$ cat src/rtl/mem_burst_arbiter.sv
// Burst arbiter sharing one memory port between the I$ refill engine and the D$ engine.
// Optional macro ARB_ROUND_ROBIN_EN: alternate ownership on ties instead of fixed D$ priority.
module mem_burst_arbiter #(
  parameter int unsigned DATA_WIDTH = 32,
  parameter int unsigned LEN_WIDTH  = 8
) (
  input  logic                  clk,
  input  logic                  rst,
  input  logic                  i_req,
  input  logic [31:0]           i_addr,
  input  logic [LEN_WIDTH-1:0]  i_len,
  output logic                  i_gnt,
  output logic                  i_rvalid,
  output logic [DATA_WIDTH-1:0] i_rdata,
  output logic                  i_rlast,
  input  logic                  d_req,
  input  logic                  d_we,
  input  logic [31:0]           d_addr,
  input  logic [LEN_WIDTH-1:0]  d_len,
  output logic                  d_gnt,
  input  logic [DATA_WIDTH-1:0] d_wdata,
  input  logic                  d_wvalid,
  output logic                  d_wready,
  output logic                  d_rvalid,
  output logic [DATA_WIDTH-1:0] d_rdata,
  output logic                  d_rlast,
  output logic                  d_bdone,
  output logic                  m_req,
  output logic                  m_we,
  output logic [31:0]           m_addr,
  output logic [LEN_WIDTH-1:0]  m_len,
  input  logic                  m_ack,
  output logic [DATA_WIDTH-1:0] m_wdata,
  output logic                  m_wvalid,
  output logic                  m_wlast,
  input  logic                  m_wready,
  input  logic                  m_rvalid,
  input  logic [DATA_WIDTH-1:0] m_rdata,
  input  logic                  m_rlast,
  input  logic                  m_bvalid
);

  localparam logic [2:0] StIdle  = 3'd0;
  localparam logic [2:0] StCmd   = 3'd1;
  localparam logic [2:0] StRdata = 3'd2;
  localparam logic [2:0] StWdata = 3'd3;
  localparam logic [2:0] StWresp = 3'd4;

  logic [2:0]           state_q, state_d;
  logic                 owner_q, owner_d;  // 1: D$ owns the burst, 0: I$
  logic                 we_q, we_d;
  logic [31:0]          addr_q, addr_d;
  logic [LEN_WIDTH-1:0] len_q, len_d;
  logic [LEN_WIDTH-1:0] wcnt_q, wcnt_d;
  logic                 grant_dcache;
  logic                 wlast;

  assign wlast = (wcnt_q == len_q);

`ifdef ARB_ROUND_ROBIN_EN
  logic last_owner_q, last_owner_d;

  always_comb begin
    last_owner_d = last_owner_q;
    if (i_req && d_req) begin
      grant_dcache = ~last_owner_q;
    end else begin
      grant_dcache = d_req;
    end
    if ((state_q == StIdle) && (i_req || d_req)) begin
      last_owner_d = grant_dcache;
    end
  end

  always_ff @(posedge clk or posedge rst) begin
    if (rst) begin
      last_owner_q <= 1'b1;
    end else begin
      last_owner_q <= last_owner_d;
    end
  end
`else
  // D$ wins every tie.
  assign grant_dcache = d_req;
`endif

  always_comb begin
    state_d = state_q;
    owner_d = owner_q;
    we_d    = we_q;
    addr_d  = addr_q;
    len_d   = len_q;
    wcnt_d  = wcnt_q;
    case (state_q)
      StIdle: begin
        if (i_req || d_req) begin
          owner_d = grant_dcache;
          we_d    = grant_dcache & d_we;
          addr_d  = grant_dcache ? d_addr : i_addr;
          len_d   = grant_dcache ? d_len : i_len;
          wcnt_d  = '0;
          state_d = StCmd;
        end
      end
      StCmd: begin
        if (m_ack) begin
          state_d = we_q ? StWdata : StRdata;
        end
      end
      StRdata: begin
        if (m_rvalid && m_rlast) begin
          state_d = StIdle;
        end
      end
      StWdata: begin
        if (d_wvalid && m_wready) begin
          if (wlast) begin
            wcnt_d  = '0;
            state_d = StWresp;
          end else begin
            wcnt_d = wcnt_q + 1'b1;
          end
        end
      end
      StWresp: begin
        if (m_bvalid) begin
          state_d = StIdle;
        end
      end
      default: state_d = StIdle;
    endcase
  end

  // All outputs decode from state so an asynchronous reset silences them at once.
  always_comb begin
    i_gnt    = 1'b0;
    i_rvalid = 1'b0;
    i_rdata  = '0;
    i_rlast  = 1'b0;
    d_gnt    = 1'b0;
    d_wready = 1'b0;
    d_rvalid = 1'b0;
    d_rdata  = '0;
    d_rlast  = 1'b0;
    d_bdone  = 1'b0;
    m_req    = 1'b0;
    m_we     = 1'b0;
    m_addr   = '0;
    m_len    = '0;
    m_wdata  = '0;
    m_wvalid = 1'b0;
    m_wlast  = 1'b0;
    case (state_q)
      StCmd: begin
        m_req  = 1'b1;
        m_we   = we_q;
        m_addr = addr_q;
        m_len  = len_q;
        i_gnt  = m_ack & ~owner_q;
        d_gnt  = m_ack & owner_q;
      end
      StRdata: begin
        if (owner_q) begin
          d_rvalid = m_rvalid;
          d_rdata  = m_rdata;
          d_rlast  = m_rvalid & m_rlast;
        end else begin
          i_rvalid = m_rvalid;
          i_rdata  = m_rdata;
          i_rlast  = m_rvalid & m_rlast;
        end
      end
      StWdata: begin
        m_wvalid = d_wvalid;
        m_wdata  = d_wdata;
        m_wlast  = wlast;
        d_wready = m_wready;
      end
      StWresp: begin
        d_bdone = m_bvalid;
      end
      default: ;
    endcase
  end

  always_ff @(posedge clk or posedge rst) begin
    if (rst) begin
      state_q <= StIdle;
      owner_q <= 1'b0;
      we_q    <= 1'b0;
      addr_q  <= '0;
      len_q   <= '0;
      wcnt_q  <= '0;
    end else begin
      state_q <= state_d;
      owner_q <= owner_d;
      we_q    <= we_d;
      addr_q  <= addr_d;
      len_q   <= len_d;
      wcnt_q  <= wcnt_d;
    end
  end

endmodule

$ cat config.mk
export PLATFORM = sky130hd
export DESIGN_NAME = mem_burst_arbiter
export DESIGN_NICKNAME = d
export VERILOG_FILES = /design/src/rtl/mem_burst_arbiter.sv
export SDC_FILE = /design/constraint.sdc
export NUM_CORES = 1
export LEC_CHECK = 0
export ABC_AREA = 1
export BUFFER_PORTS_ARGS = -buffer_cell sky130_fd_sc_hd__buf_2
export CORE_AREA = 2 2 119 121
export DETAILED_ROUTE_END_ITERATION = 10
export DIE_AREA = 0 0 121 123
export PLACE_DENSITY = 0.61
export SKIP_LAST_GASP = 1
export SYNTH_ARGS = -nofsm -noshare
export SYNTH_HDL_FRONTEND = slang
export SYNTH_SLANG_ARGS = --single-unit
$ cat constraint.sdc
create_clock -name clk -period 1.75 [get_ports clk]
set_clock_uncertainty 0.1 [all_clocks]
set_input_delay 0.175 -clock clk [delete_from_list [all_inputs] [get_ports clk]]
set_output_delay 0.175 -clock clk [all_outputs]
set_load 0.01 [all_outputs]
==> results_dict.tcl, run 1 <==
set metrics [dict create \
    fmax_ghz 0.548 \
    final_nets 1094 \
    finalHoldViolations 0 \
    synth_warnings 0 \
    grt_overflow 0 \
    reg2reg_from "state_q[0]$_DFFE_PP0P_" \
    drive_gt1_share_pct 42.9 \
    startpoint_type "flip-flop" \
    p_leak_uw 0.00388 \
    p_clk_share_pct 13.5 \
    place.port_buffers 302 \
    synth_top_area_share_pct 35.7 \
    vdd_drop_max_mv 0.617 \
    numCtsBuffers 5 \
    worstPathMaxFanout 17 \
    first_global_vias 4089 \
    dp.cells 1091 \
    relSlewSlack_pct 64.6 \
    gp_congestion 0.804 \
    seqCellArea_sq_um 1330 \
    rsz0062_at_grt "true" \
    cp_data_arrival_time_ns 1.55 \
    die_h_um 123 \
    setup_violations 86 \
    finalCritPeriodShare_pct 104 \
    drc_errors 0 \
    dieArea_sq_um 14900 \
    p_total_uw 8010 \
    initial_core_util_pct 27.3 \
    synth_top_area_cell "dfrtp_1" \
    min_to "we_q$_DFFE_PP0P_" \
    vias_per_cell 4.39 \
    grt_use_total_pct 17.6 \
    drt-initial-drc-count 198 \
    ys_seq_area_share_pct 35.7 \
    wl_per_cell_um 14.2 \
    r2r_end "len_q[0]$_DFFE_PP0P_" \
    tightest_slew_ns 0.530 \
    internal_power_uw 4420 \
    period_minus_slack_ns 1.82 \
    power_switching_uw 3590 \
    synth.top_cells.by_count "nor2_1 (236), inv_1 (125), nand2_1 (103), dfrtp_1 (53), o31ai_1 (40)" \
    clk_path_buf_depth 2 \
    pwr_density_cell_nw_per_um2 1250 \
    grt_max_degree 81 \
    dr_wl_met2_um 8130 \
    io_pins 303 \
    rrSetupSlack_ns 0.06 \
    cts_root_buf "clkbuf_16" \
    clk_latency_ns 0.29 \
    antenna_found_initial 2 \
    holdCritStartpoint "d_we" \
    htree_levels 2 \
    synth.most_common_cell "nor2_1" \
    final_cell_count_no_fill 1121 \
    synthArstFlopShare_pct 100 \
    grt_pass1_wl_um 20700 \
    syn_area_sq_um 3720 \
    hold_depth 3 \
    drv_cap 0 \
    nFillCells 1426 \
    hp-class "in2reg" \
    setup_slack_ns -0.0738 \
    syn_avg_cell_area_sq_um 5.92 \
    place_ws_ns 0.0910 \
    combinationalPowerShare_pct 60.2 \
    synth_cells 628 \
    area_growth_pct 72.4 \
    end_kind "primary output" \
    synth.area.top_cells "dfrtp_1 (36%), nor2_1 (24%), inv_1 (13%)" \
    drt-total-wl_um 16000 \
    dpl.hpwl_um 11000 \
    crit_type "reg2out" \
    synth_ff_type "dfrtp_1" \
    syn_nets 784 \
    cts.clk_slew.worst_paths_ns 0.07 \
    p_sw_share_pct 44.9 \
    synth_enable_flop_cells 0 \
    rows 43 \
    status "complete, but fails checks" \
    violations "setup timing" \
    detail_route.first_pass.iterations 4 \
    met3_length_um 1330 \
    worstPathRequired_ns 1.47 \
    p_seq_share_pct 26.3 \
    dieWidth_um 121 \
    hold-worst-slack_ns 0.0446 \
    r2r_cells 7 \
    ant_nets 0 \
    fin_util_pct 47.1 \
    highest_layer "met4" \
    ys_seq_elements 53 \
    cts_sinks 53 \
    wl_met1_um 6400 \
    final_max_slew_viol_count 0 \
    core_sq_um 13600 \
    cts_tree "done" \
    yosysUniqueCellTypes 21 \
    multiInputGateArea_sq_um 2070 \
    vias 4917 \
]
==> worst max path at each step <==
stage	from	endpoint	slack (ns)
6_report	state_q[0]$_DFFE_PP0P_	d_rdata[2]	-0.07
4_1_cts	state_q[2]$_DFFE_PP0P_	d_rdata[14]	-0.05
5_1_grt	state_q[0]$_DFFE_PP0P_	d_rdata[14]	-0.14
2_1_floorplan	rst	addr_q[0]$_DFFE_PP0P_	0.19
3_3_place_gp	state_q[0]$_DFFE_PP0P_	wcnt_q[7]$_DFFE_PP0P_	0.15
3_5_place_dp	state_q[0]$_DFFE_PP0P_	wcnt_q[7]$_DFFE_PP0P_	0.09
==> sequential cells by signal (all words and copies together) (netlist names) <==
name / cells
addr_q: 32
len_q: 8
owner_q: 1
state_q: 3
wcnt_q: 8
we_q: 1
==> placed cells by master, fill, tap and decap left out, drive strengths merged <==
| master | instances |
|---|---|
| buf | 330 |
| nor2 | 239 |
| inv | 127 |
| nand2 | 104 |
| dfrtp | 53 |
| o31ai | 40 |
| nand3 | 12 |
| clkbuf | 11 |
| a21oi | 6 |
| o21ai | 6 |
| nor3 | 4 |
| xnor2 | 3 |
| diode | 2 |
| nand4 | 1 |
| clkinv | 1 |
| ha | 1 |
| dlygate4sd3 | 1 |
==> area by class of cell <==
| class | count | area share, % |
|---|---|---|
| antenna | 2 | 0.0780 |
| clock buffer | 7 | 2.38 |
| clock inverter | 1 | 0.137 |
| inverter | 127 | 7.55 |
| multi-input combinational | 416 | 32.3 |
| sequential | 53 | 20.8 |
| tap | 180 | 3.51 |
| timing repair buffer | 335 | 33.2 |
==> per-layer routing <==
layer  GRT usage (%)  vias to the layer above
met5               0                        -
met4            3.27                        0
met3            5.30                        7
met2            31.5                      210
li1                -                     2475
met1            21.0                     2225
==> timing repair <==
item                                    CTS  global route
endpoints found under the setup margin  131           190
hold buffers                              1             0
resized for setup                        18           105
cloned                                    1             6
pin swaps                                 1             9
setup buffers                             4             8
hold endpoints to repair                 22             0
==> critical path, stage by stage, from the launching register on <==
cell,delay (ns)
dfrtp_2,0.44
nor3_4,0.23
nand2_2,0.15
buf_16,0.18
nor2_1,0.11
buf_2,0.14
==> cell families after synthesis <==
family                     count (synthesis)  synth area share, %
AOI/OAI and AO/OA                         52                 9.69
xor gates and xnor gates                   3                0.707
adders and majority gates                  1                0.336
buffers and inverters                    159                 16.4
DFF                                       53                 35.7
and+or+nand+nor                          360                 37.2
==> power by group through the flow <==
stage	clock network, uW	registers (uW)	logic, uW
5_1_grt	1160	2170	5300
2_1_floorplan	0	2020	2390
4_1_cts	1110	2090	4000
3_3_place_gp	0	2100	3810
3_5_place_dp	0	2110	3800
6_report	1090	2100	4820
==> per-stage QoR <==
step           setup TNS (ns)  instance area, sq um
2_1_floorplan               0                  3720
5_1_grt                -11.39                  6410
6_report                -2.07                  6410
3_5_place_dp                0                  5500
3_3_place_gp                0                  5500
4_1_cts                 -1.23                  5780
No activity file was read; power rests on OpenSTA's default activity.
==> run 2: changes to the inputs <==
--- a/config.mk
+++ b/config.mk
@@ -11,6 +11,7 @@
 export DETAILED_ROUTE_END_ITERATION = 10
 export DIE_AREA = 0 0 121 123
 export PLACE_DENSITY = 0.61
+export SETUP_SLACK_MARGIN = 0.4
 export SKIP_LAST_GASP = 1
 export SYNTH_ARGS = -nofsm -noshare
 export SYNTH_HDL_FRONTEND = slang
==> results_dict.tcl, run 2 (same netlist as run 1, synthesis figures left out) <==
set metrics [dict create \
    fmax_ghz 0.528 \
    grt_max_degree 81 \
    violations "setup timing" \
    period_minus_slack_ns 1.89 \
    worstPathRequired_ns 1.47 \
    vias_per_cell 4.38 \
    largest_reg_flops 32 \
    rows 43 \
    drv_cap 0 \
    drt-total-wl_um 17300 \
    tightest_slew_ns 0.515 \
    clk_latency_ns 0.30 \
    setup_violations 147 \
    cts.clk_slew.worst_paths_ns 0.07 \
    biggestRegsByFlops "addr_q (32), len_q (8), wcnt_q (8)" \
    clk_path_buf_depth 2 \
    setup_slack_ns -0.143 \
    drc_errors 0 \
    cts_sinks 53 \
    core_sq_um 13600 \
    grt_pass1_wl_um 23600 \
    final_common_cell "buf_2" \
    r2r_end "wcnt_q[6]$_DFFE_PP0P_" \
    area_growth_pct 90.4 \
    finalHoldViolations 0 \
    wl_per_cell_um 15.1 \
    relSlewSlack_pct 65.6 \
    hp-class "in2reg" \
    reg2reg_from "state_q[0]$_DFFE_PP0P_" \
    final_max_slew_viol_count 0 \
    final_nets 1116 \
    htree_levels 2 \
    endpoint "m_addr[20]" \
    status "complete, but fails checks" \
    final_cell_count_no_fill 1142 \
    grt_use_met2_pct 36.0 \
    detail_route.first_pass.iterations 5 \
    layout_common_cells "buf_2 (281), nor2_1 (131), inv_1 (116)" \
    nFillCells 1368 \
    numCtsBuffers 5 \
    regMostFlops "addr_q" \
    grt_use_total_pct 20.4 \
    startpoint "state_q[2]$_DFFE_PP0P_" \
    pwr_density_cell_nw_per_um2 1330 \
    ant_nets 0 \
    die_h_um 123 \
    grt_overflow 0 \
    cts_root_buf "clkbuf_16" \
    vias 5001 \
    rrSetupSlack_ns -0.05 \
    cts_tree "done" \
    finalCritPeriodShare_pct 108 \
    cp_data_arrival_time_ns 1.62 \
    p_leak_uw 0.00405 \
    place.port_buffers 302 \
    dpl.hpwl_um 12000 \
    grtUsageMet3_pct 5.26 \
    busiest_layer "met2" \
    dp.cells 1091 \
    io_pins 303 \
    dieArea_sq_um 14900 \
    multiInputGateArea_sq_um 2440 \
    drt-initial-drc-count 215 \
    dieWidth_um 121 \
    end_kind "primary output" \
    rsz0062_at_grt "true" \
    first_global_vias 4620 \
    initial_core_util_pct 27.3 \
    vdd_drop_max_mv 0.639 \
    drive_gt1_share_pct 52.1 \
    crit_type "reg2out" \
    place_ws_ns 0.113 \
    gp_congestion 0.799 \
    startpoint_type "flip-flop" \
    seqCellArea_sq_um 1330 \
    worstPathMaxFanout 7 \
    gr-usage-met1_pct 24.1 \
    hold-worst-slack_ns 0.0218 \
    r2r_cells 11 \
    antenna_found_initial 1 \
]
-- run 2: changes by cell type in the layout (fill, tap and decap cells not counted), sizes merged --
cell,before,now
clkinvlp,0,1
buf,330,351
clkinv,1,0
diode,2,1
bufinv,0,1
-- run 2: per-layer routing --
layer,vias to the layer above,routed length [um],share of wire [%]
li1,2527,-,-
met1,2229,6890,40
met2,222,8650,50
met3,23,1330,7.7
met4,0,425,2.5
met5,-,0,0
-- run 2: layout make-up --
type,instances,share of cell area [%]
Antenna cell,1,0.0353
Clock buffer,6,1.96
Clock inverter,2,0.583
Inverter,127,6.93
Multi-Input combinational cell,416,34.4
Sequential cell,53,18.8
Tap cell,180,3.18
Timing Repair Buffer,357,34.1
-- run 2: repair_timing --
item                       CTS  global route
pin swaps                    9             9
hold endpoints to repair    20             0
cloned                       5             5
resized for setup           49            63
setup buffers               21            10
hold buffers                 1             0
setup endpoints to repair  199           201
-- run 2: worst max-delay path, cell delays in order, from the launching register on --
cell     delay (ns)
dfrtp_2        0.49
nor2_4         0.19
nand2_8        0.12
buf_4          0.17
buf_12         0.14
nor2_4         0.09
buf_6          0.11
-- run 2: worst min-delay path by stage --
| stage | depth (start not counted) | slack, ns | startpoint | endpoint |
|---|---|---|---|---|
| 6_report | 3 | 0.02 | m_ack | state_q[1]$_DFFE_PP0P_ |
| 5_1_grt | 3 | 0.03 | m_ack | state_q[1]$_DFFE_PP0P_ |
| 4_1_cts | 3 | 0.04 | m_ack | state_q[1]$_DFFE_PP0P_ |
| 3_5_place_dp | 2 | 0.15 | rst | addr_q[19]$_DFFE_PP0P_ |
| 3_3_place_gp | 2 | 0.14 | rst | addr_q[17]$_DFFE_PP0P_ |
| 2_1_floorplan | 1 | 0.14 | rst | addr_q[0]$_DFFE_PP0P_ |
-- run 2: through the flow --
step | util, % | total power [uW] | setup TNS [ns] | instance area [sq um]
5_1_grt | 52.0 | 10000 | -19.87 | 7080
6_report | 52.0 | 9390 | -8.33 | 7080
3_3_place_gp | 43.7 | 6290 | 0 | 5950
4_1_cts | 48.7 | 8430 | -7.39 | 6630
3_5_place_dp | 43.7 | 6330 | 0 | 5950
2_1_floorplan | - | 5030 | 0 | 4380
-- run 2: power breakdown --
group	internal (uW)	leakage (uW)	total [uW]	switching, uW
registers	1760	0.000656	2090	331
logic	2740	0.00331	6080	3340
clock network	726	0.0000890	1210	487
total	5230	0.00405	9390	4160
